==> config.mk <==
export PLATFORM = sky130hd
export DESIGN_NAME = mem_bist_ctrl
export DESIGN_NICKNAME = d
export VERILOG_FILES = /design/src/rtl/mem_bist_pkg.sv /design/src/rtl/mem_bist_checker.sv /design/src/rtl/mem_bist_ctrl.sv
export SDC_FILE = /design/constraint.sdc
export NUM_CORES = 1
export LEC_CHECK = 0
export CELL_PAD_IN_SITES_DETAIL_PLACEMENT = 0
export CELL_PAD_IN_SITES_GLOBAL_PLACEMENT = 1
export CORE_MARGIN = 8
export CORE_UTILIZATION = 38
export DETAILED_ROUTE_END_ITERATION = 7
export PLACE_DENSITY_LB_ADDON = 0.1
export SYNTH_ARGS = -nofsm -noshare
export SYNTH_HDL_FRONTEND = slang
export SYNTH_SLANG_ARGS = --single-unit
==> constraint.sdc <==
create_clock -name clk -period 2.8 [get_ports clk]
set_input_delay 0.28 -clock clk [delete_from_list [all_inputs] [get_ports clk]]
set_output_delay 0.28 -clock clk [all_outputs]
set_load 0.05 [all_outputs]
==> src/rtl/mem_bist_pkg.sv <==
// Shared types and constants for the memory BIST controller.
// Holds the march state encoding and the data-pattern selectors.
package mem_bist_pkg;

    typedef enum logic [2:0] {
        IDLE,
        WR_ZERO,
        RD_ZERO,
        WR_ADDR,
        RD_ADDR,
        DONE
    } bist_state_t;

    // Data pattern used by the current phase: all zeros or the address itself.
    localparam logic PAT_ZERO = 1'b0;
    localparam logic PAT_ADDR = 1'b1;

    localparam int DEFAULT_ERR_WIDTH = 16;

endpackage

==> src/rtl/mem_bist_checker.sv <==
// Read-data checker: aligns expected data with the registered memory output,
// counts mismatches (saturating) and captures the first failing location.
module mem_bist_checker
    import mem_bist_pkg::*;
#(
    parameter int ADDR_WIDTH = 9,
    parameter int DATA_WIDTH = 8,
    parameter int ERR_WIDTH  = DEFAULT_ERR_WIDTH
) (
    input  logic                  clk,
    input  logic                  rst,
    input  logic                  clr,
    input  logic                  rd,
    input  logic [ADDR_WIDTH-1:0] addr,
    input  logic [DATA_WIDTH-1:0] exp_data,
    input  logic [DATA_WIDTH-1:0] data_out,
    output logic [ERR_WIDTH-1:0]  error_count,
    output logic [ADDR_WIDTH-1:0] fail_addr,
    output logic [DATA_WIDTH-1:0] fail_data
);

    logic                  chk_v;
    logic [ADDR_WIDTH-1:0] chk_addr;
    logic [DATA_WIDTH-1:0] chk_exp;
    logic                  mismatch;

    assign mismatch = chk_v && (data_out != chk_exp);

    always_ff @(posedge clk or posedge rst) begin
        if (rst) begin
            chk_v       <= 1'b0;
            chk_addr    <= '0;
            chk_exp     <= '0;
            error_count <= '0;
            fail_addr   <= '0;
            fail_data   <= '0;
        end else begin
            // Memory output is registered, so the strobe's address and
            // expectation ride one cycle behind it to meet the data.
            chk_v    <= rd;
            chk_addr <= addr;
            chk_exp  <= exp_data;
            if (clr) begin
                error_count <= '0;
                fail_addr   <= '0;
                fail_data   <= '0;
            end else if (mismatch) begin
                if (error_count != '1) begin
                    error_count <= error_count + ERR_WIDTH'(1);
                end
                // A zero count means no earlier mismatch in this run.
                if (error_count == '0) begin
                    fail_addr <= chk_addr;
                    fail_data <= data_out;
                end
            end
        end
    end

endmodule

==> src/rtl/mem_bist_ctrl.sv <==
// March BIST initiator: write 0, read 0, write address pattern, read it back.
// Owns the phase FSM and address counter; all memory strobes are registered.
module mem_bist_ctrl
    import mem_bist_pkg::*;
#(
    parameter int ADDR_WIDTH = 9,
    parameter int DATA_WIDTH = 8,
    parameter int MEM_DEPTH  = 512,
    parameter int ERR_WIDTH  = DEFAULT_ERR_WIDTH
) (
    input  logic                  clk,
    input  logic                  rst,
    input  logic                  start,
    output logic                  busy,
    output logic                  done,
    output logic                  pass,
    output logic [ERR_WIDTH-1:0]  error_count,
    output logic [ADDR_WIDTH-1:0] fail_addr,
    output logic [DATA_WIDTH-1:0] fail_data,
    output logic                  mem_read,
    output logic                  mem_write,
    output logic [ADDR_WIDTH-1:0] mem_addr,
    output logic [DATA_WIDTH-1:0] mem_data_in,
    input  logic [DATA_WIDTH-1:0] mem_data_out
);

    // One extra counter bit lets read phases count through the drain slot
    // (cnt == MEM_DEPTH) without wrapping.
    localparam int CNT_W = ADDR_WIDTH + 1;
    localparam logic [CNT_W-1:0] LAST_WR = CNT_W'(MEM_DEPTH - 1);
    localparam logic [CNT_W-1:0] LAST_RD = CNT_W'(MEM_DEPTH);

    bist_state_t           state, next_state;
    logic [CNT_W-1:0]      cnt, next_cnt;
    logic                  start_ok;
    logic                  pat_sel;
    logic [DATA_WIDTH-1:0] pattern;
    logic                  nxt_read, nxt_write;
    logic [ADDR_WIDTH-1:0] nxt_addr;
    logic [DATA_WIDTH-1:0] nxt_data, nxt_exp;
    logic [DATA_WIDTH-1:0] exp_data;

    assign start_ok = start && (state == IDLE || state == DONE);

    // State register, counter and registered memory strobes.
    always_ff @(posedge clk or posedge rst) begin
        if (rst) begin
            state       <= IDLE;
            cnt         <= '0;
            mem_read    <= 1'b0;
            mem_write   <= 1'b0;
            mem_addr    <= '0;
            mem_data_in <= '0;
            exp_data    <= '0;
        end else begin
            // NOTE: non-blocking so every flop samples pre-edge values.
            state       <= next_state;
            cnt         <= next_cnt;
            mem_read    <= nxt_read;
            mem_write   <= nxt_write;
            mem_addr    <= nxt_addr;
            mem_data_in <= nxt_data;
            exp_data    <= nxt_exp;
        end
    end

    always_comb begin
        // NOTE: defaults first so no path leaves a signal unassigned (latch).
        next_state = state;
        next_cnt   = cnt;
        unique case (state)
            IDLE, DONE: begin
                if (start) begin
                    next_state = WR_ZERO;
                    next_cnt   = '0;
                end
            end
            WR_ZERO: begin
                if (cnt == LAST_WR) begin
                    next_state = RD_ZERO;
                    next_cnt   = '0;
                end else begin
                    next_cnt = cnt + CNT_W'(1);
                end
            end
            RD_ZERO: begin
                if (cnt == LAST_RD) begin
                    next_state = WR_ADDR;
                    next_cnt   = '0;
                end else begin
                    next_cnt = cnt + CNT_W'(1);
                end
            end
            WR_ADDR: begin
                if (cnt == LAST_WR) begin
                    next_state = RD_ADDR;
                    next_cnt   = '0;
                end else begin
                    next_cnt = cnt + CNT_W'(1);
                end
            end
            RD_ADDR: begin
                if (cnt == LAST_RD) begin
                    next_state = DONE;
                    next_cnt   = '0;
                end else begin
                    next_cnt = cnt + CNT_W'(1);
                end
            end
            default: begin
                next_state = IDLE;
                next_cnt   = '0;
            end
        endcase
    end

    // Strobes are decoded from the upcoming state so they register in step with it.
    always_comb begin
        pat_sel   = (next_state == WR_ADDR || next_state == RD_ADDR) ? PAT_ADDR : PAT_ZERO;
        nxt_write = (next_state == WR_ZERO || next_state == WR_ADDR);
        nxt_read  = (next_state == RD_ZERO || next_state == RD_ADDR) && (next_cnt != LAST_RD);
        nxt_addr  = (nxt_read || nxt_write) ? next_cnt[ADDR_WIDTH-1:0] : '0;
        pattern   = (pat_sel == PAT_ADDR) ? DATA_WIDTH'(next_cnt[ADDR_WIDTH-1:0]) : '0;
        nxt_data  = nxt_write ? pattern : '0;
        nxt_exp   = nxt_read ? pattern : '0;
    end

    assign busy = (state == WR_ZERO) || (state == RD_ZERO) ||
                  (state == WR_ADDR) || (state == RD_ADDR);
    assign done = (state == DONE);
    assign pass = done && (error_count == '0);

    mem_bist_checker #(
        .ADDR_WIDTH (ADDR_WIDTH),
        .DATA_WIDTH (DATA_WIDTH),
        .ERR_WIDTH  (ERR_WIDTH)
    ) u_checker (
        .clk         (clk),
        .rst         (rst),
        .clr         (start_ok),
        .rd          (mem_read),
        .addr        (mem_addr),
        .exp_data    (exp_data),
        .data_out    (mem_data_out),
        .error_count (error_count),
        .fail_addr   (fail_addr),
        .fail_data   (fail_data)
    );

endmodule
==> metrics.md, run 1 <==
| Metric | Value |
|---|---|
| Critical Path AT | `between 2 and 2.5 ns` |
| Initial DRT Pass Iterations | `4` |
| Mapped Area | `0.00404 mm²` |
| Largest net degree at the start of global routing | `36` |
| CP max stage delay | `0.90 ns` |
| Total track usage | `0.140` |
| Max Slew Vio Count | `0` |
| Synthesis warning total | `0` |
| IO Pins | `66` |
| Root Driver | `clkbuf_8` |
| Reg-to-reg setup timing slack | `between 0.5 and 0.6 ns` |
| Vias | `2,813` |
| Leak | `2.39 nW` |
| CTS sink cnt | `91` |
| Share of cells above drive strength 1 | `0.0986` |
| Die W | `119 µm` |
| Post-route setup TNS | `0 ns` |
| Routability cong. | `about 0.79` |
| Setup Viol. Count Final | `0` |
| Period utilization | `0.937` |
| Final HPWL DP | `about 7.0 mm` |
| Area leader, netlist | `dfrtp_1` |
| Core area | `~0.010 mm²` |
| Height of the die | `119 µm` |
| Slew @ Worst Pin | `0.652 ns` |
| Worst hold path class | `input port to asynchronous set/reset pin` |
| Site Rows | `37` |
| #FFs+latches synth | `91` |
| Initial drt markers | `161` |
| GR Overflow Total | `0` |
| Cell variety after synth | `just under 60` |
| Syn avg cell area | `11.1 µm²` |
| Die Area | `0.0142 mm²` |
| Clock latency on the worst-skew pair | `about 0.36 ns` |
| Sequential share of the synthesized area | `0.564` |
| PD cells | `478 mW/mm²` |
| Max_slew headroom | `0.564` |
| Top-count cell post-synth | `dfrtp_1` |
| DRC Markers | `0` |
| Max cap viols | `0` |
| Cell count after synthesis | `approximately 360` |
| Critical Path Source Type | `register` |
| Fin crit period | `between 2 and 3 ns` |
| Async S/R FF share, synth | `1.00` |
| CP max-delay cell | `clkdlybuf4s50_1` |
| Inserted Clock Buffers | `9` |
| Synth-to-Final Area Change | `26.2%` |
| Clock transition at the registers of the reported paths | `0.09 ns` |
| F_max | `381 MHz` |
| WS Path Type | `register to primary output` |
| Filler cells | `945` |
| Routed wire length | `9.44 mm` |
| RSZ-0062 raised after global routing | `no` |
| Clock Path Buffers | `2` |
| Worst Setup End Kind | `primary output` |
| Synth Net Count | `377` |
| Number of antenna diodes | `0` |
| Status | `complete, no violations` |
| Top cells by area, synth | `dfrtp_1 56%, nor2_1 5.7%, xnor2_1 5.2%, mux2i_1 4.2%, inv_1 1.6%` |
| Final hold violations | `0` |
| Global-route wire length before repair | `between 15 and 20 mm` |
| Nets | `446` |
| CP Max Fanout | `10` |
| Crit path required time | `2.52 ns` |
| Crit-path cells | `nor2_1 -> xnor2_2 -> clkdlybuf4s50_1` |
| EDFF count, synth | `0` |
| Max IR drop VDD | `0.260 mV` |
| Post-synth top cells | `91 x dfrtp_1, 61 x nor2_1, 24 x xnor2_1, 17 x inv_1, 17 x mux2i_1` |
| ANT nets after route | `0` |
| H-tree Lvls | `3` |
| CTS tree | `done` |
| Drt via density | `4.92` |
| Initial Util | `0.391` |
| Synth Flop Type | `dfrtp_1` |
| Drt wl/cell | `about 16 µm` |
| Top-area cell type share of the netlist area | `0.564` |
| Fin Clk Skew | `0.00569 ns` |
| Final Power | `about 2.4 mW` |
| # port buffers | `65` |
| Vias in the first global route | `slightly below 3,000` |
| Initial antenna violation count | `0` |
==> cells by family after synthesis <==
group                      Yosys count  synth area share
xor gates and xnor gates            31            0.0691
AOI/OAI and AO/OA                   40            0.0707
DFF                                 91             0.564
muxes                               18            0.0450
and+or+nand+nor                    143             0.196
adders and majority gates            4            0.0124
buffers and inverters               35            0.0422
==> path summary, 6_finish.rpt <==
kind | depth (start not counted) | to | startpoint
setup / recovery | 3 | busy | state[1]
hold / removal | 2 | u_checker.fail_data[5] | rst
setup reg to reg | 7 | mem_data_in[3] | cnt[0]
hold reg to reg | 0 | u_checker.chk_exp[3] | exp_data[3]
max in group asynchronous | 3 | u_checker.fail_data[7] | rst
min in group clk | 0 | u_checker.chk_exp[3] | exp_data[3]
==> sequential cells by signal, indices dropped and copies added, names as in the netlist, 8 cells and up <==
signal and count:
u_checker.fail_data 8, u_checker.fail_addr 9, u_checker.error_count 16, mem_data_in 8
cnt 10, exp_data 8, u_checker.chk_exp 8, u_checker.chk_addr 9
mem_addr 9
==> per-layer routing <==
layer	track usage	wire (µm)	vias up
met4	0.0530	116	0
li1	-	-	1374
met2	0.199	4100	63
met1	0.196	4670	1365
met3	0.0425	547	11
met5	0	0	-
==> stage by stage <==
stage | cells | utilization | hold WS (ns) | area [µm²] | setup slack [ns]
finish | 572 | 0.493 | 0.293 | 5090 | 0.176
global route | 572 | 0.493 | 0.332 | 5090 | 0.0385
CTS | 572 | 0.493 | 0.300 | 5090 | 0.0471
detailed placement | 556 | 0.471 | 0.335 | 4860 | 0.462
global placement | 556 | 0.471 | 0.333 | 4860 | 0.461
floorplan | 362 | - | 0.331 | 4040 | 0.156
==> area by class of cell <==
class	count	area [µm²]	area share
timing repair buffer	76	761	0.149
tap	136	170	0.0334
sequential	91	2280	0.447
clock buffer	11	141	0.0278
inverter	17	65.1	0.0128
clock inverter	5	85.1	0.0167
multi-input combinational	236	1590	0.313
==> where the power goes <==
part,internal (mW),switching [mW]
Combinational,0.0372,0.0659
Clock,0.533,0.475
Sequential,1.32,0.00454
==> cell usage in the layout (no fill, tap or decap), types with 3 or more instances in the layout <==
cell type / instances
a21o_1: 4
o21ai_0: 6
nor4_1: 8
and2_1: 3
xor2_1: 6
nand2_1: 12
mux2i_1: 17
inv_1: 16
clkbuf_8: 10
nor2b_1: 10
clkdlybuf4s50_1: 64
xnor2_1: 24
buf_4: 9
and3_1: 4
a22oi_1: 5
dfrtp_1: 91
nand3_1: 12
a21oi_1: 6
ha_1: 4
or3_1: 3
nor2_1: 61
nand4_1: 6
==> worst max-delay path: cells and delay by family (launching register included) <==
kind	cells	cell delay [ns]
flops	1	0.57
buf+inv	1	0.90
simple gates	1	0.12
xor+xnor	1	0.40
==> repair_timing <==
action | in CTS | in global routing
hold endpoints to repair | 0 | 0
gates resized for setup | 0 | 1
hold buffers | 0 | 0
endpoints found under the setup margin | 0 | 1
buffers inserted | 0 | 0
(Power assumes the default switching activity.)
==> run 2, diff against run 1 <==
ABC_AREA = 1   (was not set)
CORE_UTILIZATION = 36   (was 38)
==> metrics.md, run 2 <==
| Metric | Value |
|---|---|
| Max cap viols | `0 (unchanged)` |
| Synth Net Count | `503 (was 377)` |
| Max_slew headroom | `0.632 (was 0.564)` |
| Root Driver | `clkbuf_16 (was clkbuf_8)` |
| Worst Setup End Kind | `primary output (unchanged)` |
| Synth Flop Type | `dfrtp_1 (unchanged)` |
| Highest-count cells in the layout ignoring fill and taps | `128 x nand2_1, 91 x dfrtp_1, 69 x nand3_1 (was 91 x dfrtp_1, 64 x clkdlybuf4s50_1, 61 x nor2_1)` |
| RSZ-0062 raised after global routing | `no (unchanged)` |
| Nets | `577 (was 446)` |
| Drt via density | `4.86 (was 4.92)` |
| Max IR drop VDD | `0.539 mV (was 0.260 mV)` |
| Clock transition at the registers of the reported paths | `0.06 ns (was 0.09 ns)` |
| Initial DRT Pass Iterations | `4 (unchanged)` |
| Leading cell type in the layout, fill and taps excluded | `nand2_1 (was dfrtp_1)` |
| Critical Path Source Type | `register (unchanged)` |
| #FFs+latches synth | `91 (unchanged)` |
| Leak | `2.64 nW (was 2.39 nW)` |
| Synth-to-Final Area Change | `28.0% (was 26.2%)` |
| Drt wl/cell | `15.5 µm (was 16.5 µm)` |
| Worst hold path class | `input port to asynchronous set/reset pin (unchanged)` |
| GR Overflow Total | `0 (unchanged)` |
| Top routing layer used | `met4 (unchanged)` |
| Initial drt markers | `210 (was 161)` |
| Fin Clk Skew | `0.00588 ns (was 0.00569 ns)` |
| DRC Markers | `0 (unchanged)` |
| H-tree Lvls | `3 (unchanged)` |
| PD cells | `946 mW/mm² (was 478 mW/mm²)` |
| Crit path required time | `2.52 ns (about the same)` |
| Setup Viol. Count Final | `0 (unchanged)` |
| Clock latency on the worst-skew pair | `0.34 ns (was 0.36 ns)` |
| Routability cong. | `0.852 (was 0.786)` |
| WS Path Type | `register to primary output (unchanged)` |
| Mapped Area | `0.00425 mm² (was 0.00404 mm²)` |
| Period utilization | `0.863 (was 0.937)` |
| Post-synth top cells | `128 x nand2_1, 91 x dfrtp_1, 69 x nand3_1, 51 x inv_1, 39 x nor2_1 (was 91 x dfrtp_1, 61 x nor2_1, 24 x xnor2_1, 17 x inv_1, 17 x mux2i_1)` |
| Max Slew Vio Count | `0 (unchanged)` |
| Initial Util | `0.371 (was 0.391)` |
| Share of cells above drive strength 1 | `0.106 (was 0.0986)` |
| Biggest registers after layout | `u_checker.error_count x16, cnt x10 (unchanged)` |
| Top-count cell post-synth | `nand2_1 (was dfrtp_1)` |
| Largest net degree at the start of global routing | `45 (was 36)` |
| Reg-to-Reg Start | `cnt[0] (unchanged)` |
| Vias in the first global route | `3,577 (was 2,889)` |
| Final HPWL DP | `8.27 mm (was 6.96 mm)` |
| Post-CTS setup buffer count | `0 (unchanged)` |
| Fin crit period | `2.42 ns (was 2.62 ns)` |
| ANT nets after route | `0 (unchanged)` |
| Vias | `3,451 (was 2,813)` |
| Global-route wire length before repair | `18.6 mm (was 15.9 mm)` |
| Layout Cell Area excl Fill | `0.00544 mm² (was 0.00509 mm²)` |
| Critical Path AT | `2.14 ns (was 2.34 ns)` |
| EDFF count, synth | `0 (unchanged)` |
| CP Max Fanout | `5 (was 10)` |
| Top reg by flops | `u_checker.error_count (unchanged)` |
| Cell variety after synth | `36 (was 58)` |
| Inserted Clock Buffers | `9 (unchanged)` |
| WL met2 | `5.12 mm (was 4.10 mm)` |
| # port buffers | `65 (unchanged)` |
| Sequential share of the synthesized area | `0.535 (was 0.564)` |
| Clock Path Buffers | `2 (unchanged)` |
| Top-area cell type share of the netlist area | `0.535 (was 0.564)` |
| # resized after CTS | `0 (unchanged)` |
| Site Rows | `39 (was 37)` |
| Slew @ Worst Pin | `0.552 ns (was 0.652 ns)` |
| Final hold violations | `0 (unchanged)` |
| Number of antenna diodes | `0 (unchanged)` |
| Cell count after synthesis | `488 (was 362)` |
| IO Pins | `66 (unchanged)` |
| Die Area | `0.0155 mm² (was 0.0142 mm²)` |
| Height of the die | `125 µm (was 119 µm)` |
| Post-route setup TNS | `0 ns (unchanged)` |
| CTS tree | `done (unchanged)` |
| Core area | `0.0115 mm² (was 0.0103 mm²)` |
| Syn avg cell area | `8.71 µm² (was 11.1 µm²)` |
| WL met1 | `5.11 mm (was 4.67 mm)` |
| Max reg flops | `16 (unchanged)` |
| CTS sink cnt | `91 (unchanged)` |
| Worst setup startpoint | `u_checker.error_count[0] (was state[1])` |
| Placed cell area | `0.00508 mm² (was 0.00486 mm²)` |
| Status | `complete, no violations (unchanged)` |
| Total track usage | `0.148 (was 0.140)` |
| DR WL met3 | `528 µm (was 547 µm)` |
| Async S/R FF share, synth | `1.00 (unchanged)` |
| Routed wire length | `11.0 mm (was 9.44 mm)` |
| Top cells by area, synth | `dfrtp_1 54%, nand2_1 11%, nand3_1 8.1%, inv_1 4.5%, nor2_1 3.4% (was dfrtp_1 56%, nor2_1 5.7%, xnor2_1 5.2%, mux2i_1 4.2%, inv_1 1.6%)` |
| Area leader, netlist | `dfrtp_1 (unchanged)` |
| F_max | `414 MHz (was 381 MHz)` |
| Synthesis warning total | `0 (unchanged)` |
| Initial antenna violation count | `0 (unchanged)` |
| Die W | `125 µm (was 119 µm)` |
| Cts hold-fix bufs | `0 (unchanged)` |
==> run 2: changes by cell type after synthesis, moves of 6 or more <==
cell,previous run,this run
nor2b_1,10,0
xnor2_1,24,6
mux2i_1,17,0
inv_2,0,7
nand3_1,12,69
buf_2,7,1
nor3_1,2,10
nand2_2,0,10
inv_1,17,51
nand2_1,12,128
nor2_1,61,39
nor4_1,8,2
==> run 2: where the power goes <==
group          internal, mW  total, mW  switching, mW
sequential             1.57       1.80          0.229
clock                 0.966       1.48          0.510
combinational         0.537       1.87           1.33
==> run 2: final timing paths <==
kind                                                  to  slack, ns  depth (start not counted)
max in group asynchronous       u_checker.error_count[5]       1.86                          3
min in group clk                    u_checker.chk_exp[3]       0.35                          0
worst min register to register      u_checker.chk_exp[3]       0.35                          0
worst min-delay path                     u_checker.chk_v       0.29                          2
worst max-delay path                                pass       0.38                          6
worst max register to register               exp_data[2]       0.49                         10
==> run 2: area by class of cell <==
class | count | area [µm²]
fillers | 1122 | 6020
flip-flops and latches | 91 | 2280
multi-input cells | 331 | 1700
repair buffers | 71 | 706
clock buffers | 10 | 229
inverters | 58 | 219
well taps | 143 | 179
clock inverters | 6 | 136
==> run 2: cell families (layout without fill, tap and decap cells) <==
kind of cell / after synthesis / after routing / synth area share
buffers and inverters: 66 / 145 / 0.0656
xor gates and xnor gates: 17 / 17 / 0.0350
adders and majority gates: 4 / 4 / 0.0118
DFF: 91 / 91 / 0.535
AOI/OAI and AO/OA: 24 / 24 / 0.0391
and+or+nand+nor: 286 / 286 / 0.313
==> run 2: per-stage QoR <==
| step | total power [mW] | hold slack (ns) | instances | utilization | setup WS (ns) |
|---|---|---|---|---|---|
| after CTS | 5.20 | 0.293 | 710 | 0.475 | 0.343 |
| final | 5.15 | 0.285 | 710 | 0.475 | 0.383 |
| after global routing | 5.47 | 0.326 | 710 | 0.475 | 0.196 |
| after floorplan | 3.07 | 0.331 | 488 | - | 0.156 |
| after global placement | 3.70 | 0.336 | 694 | 0.443 | 0.419 |
| after detailed placement | 3.70 | 0.337 | 694 | 0.443 | 0.398 |
==> run 2: worst max-delay path, stage by stage, from the launching register on <==
cell,delay (ns)
dfrtp_1,0.43
inv_1,0.14
ha_1,0.19
nand3_1,0.10
nor4_1,0.50
and2_1,0.24
buf_4,0.20
==> run 2: per-layer routing <==
layer,up-vias,global-route usage
met3,17,0.0447
met1,1652,0.187
li1,1713,-
met4,0,0.0588
met2,69,0.231
met5,-,0
==> run 3, diff against run 2 <==
CAP_MARGIN = 15   (was not set)
==> results of run 3 <==
No change in the layout: final DEF, timing and power equal those of run 2.
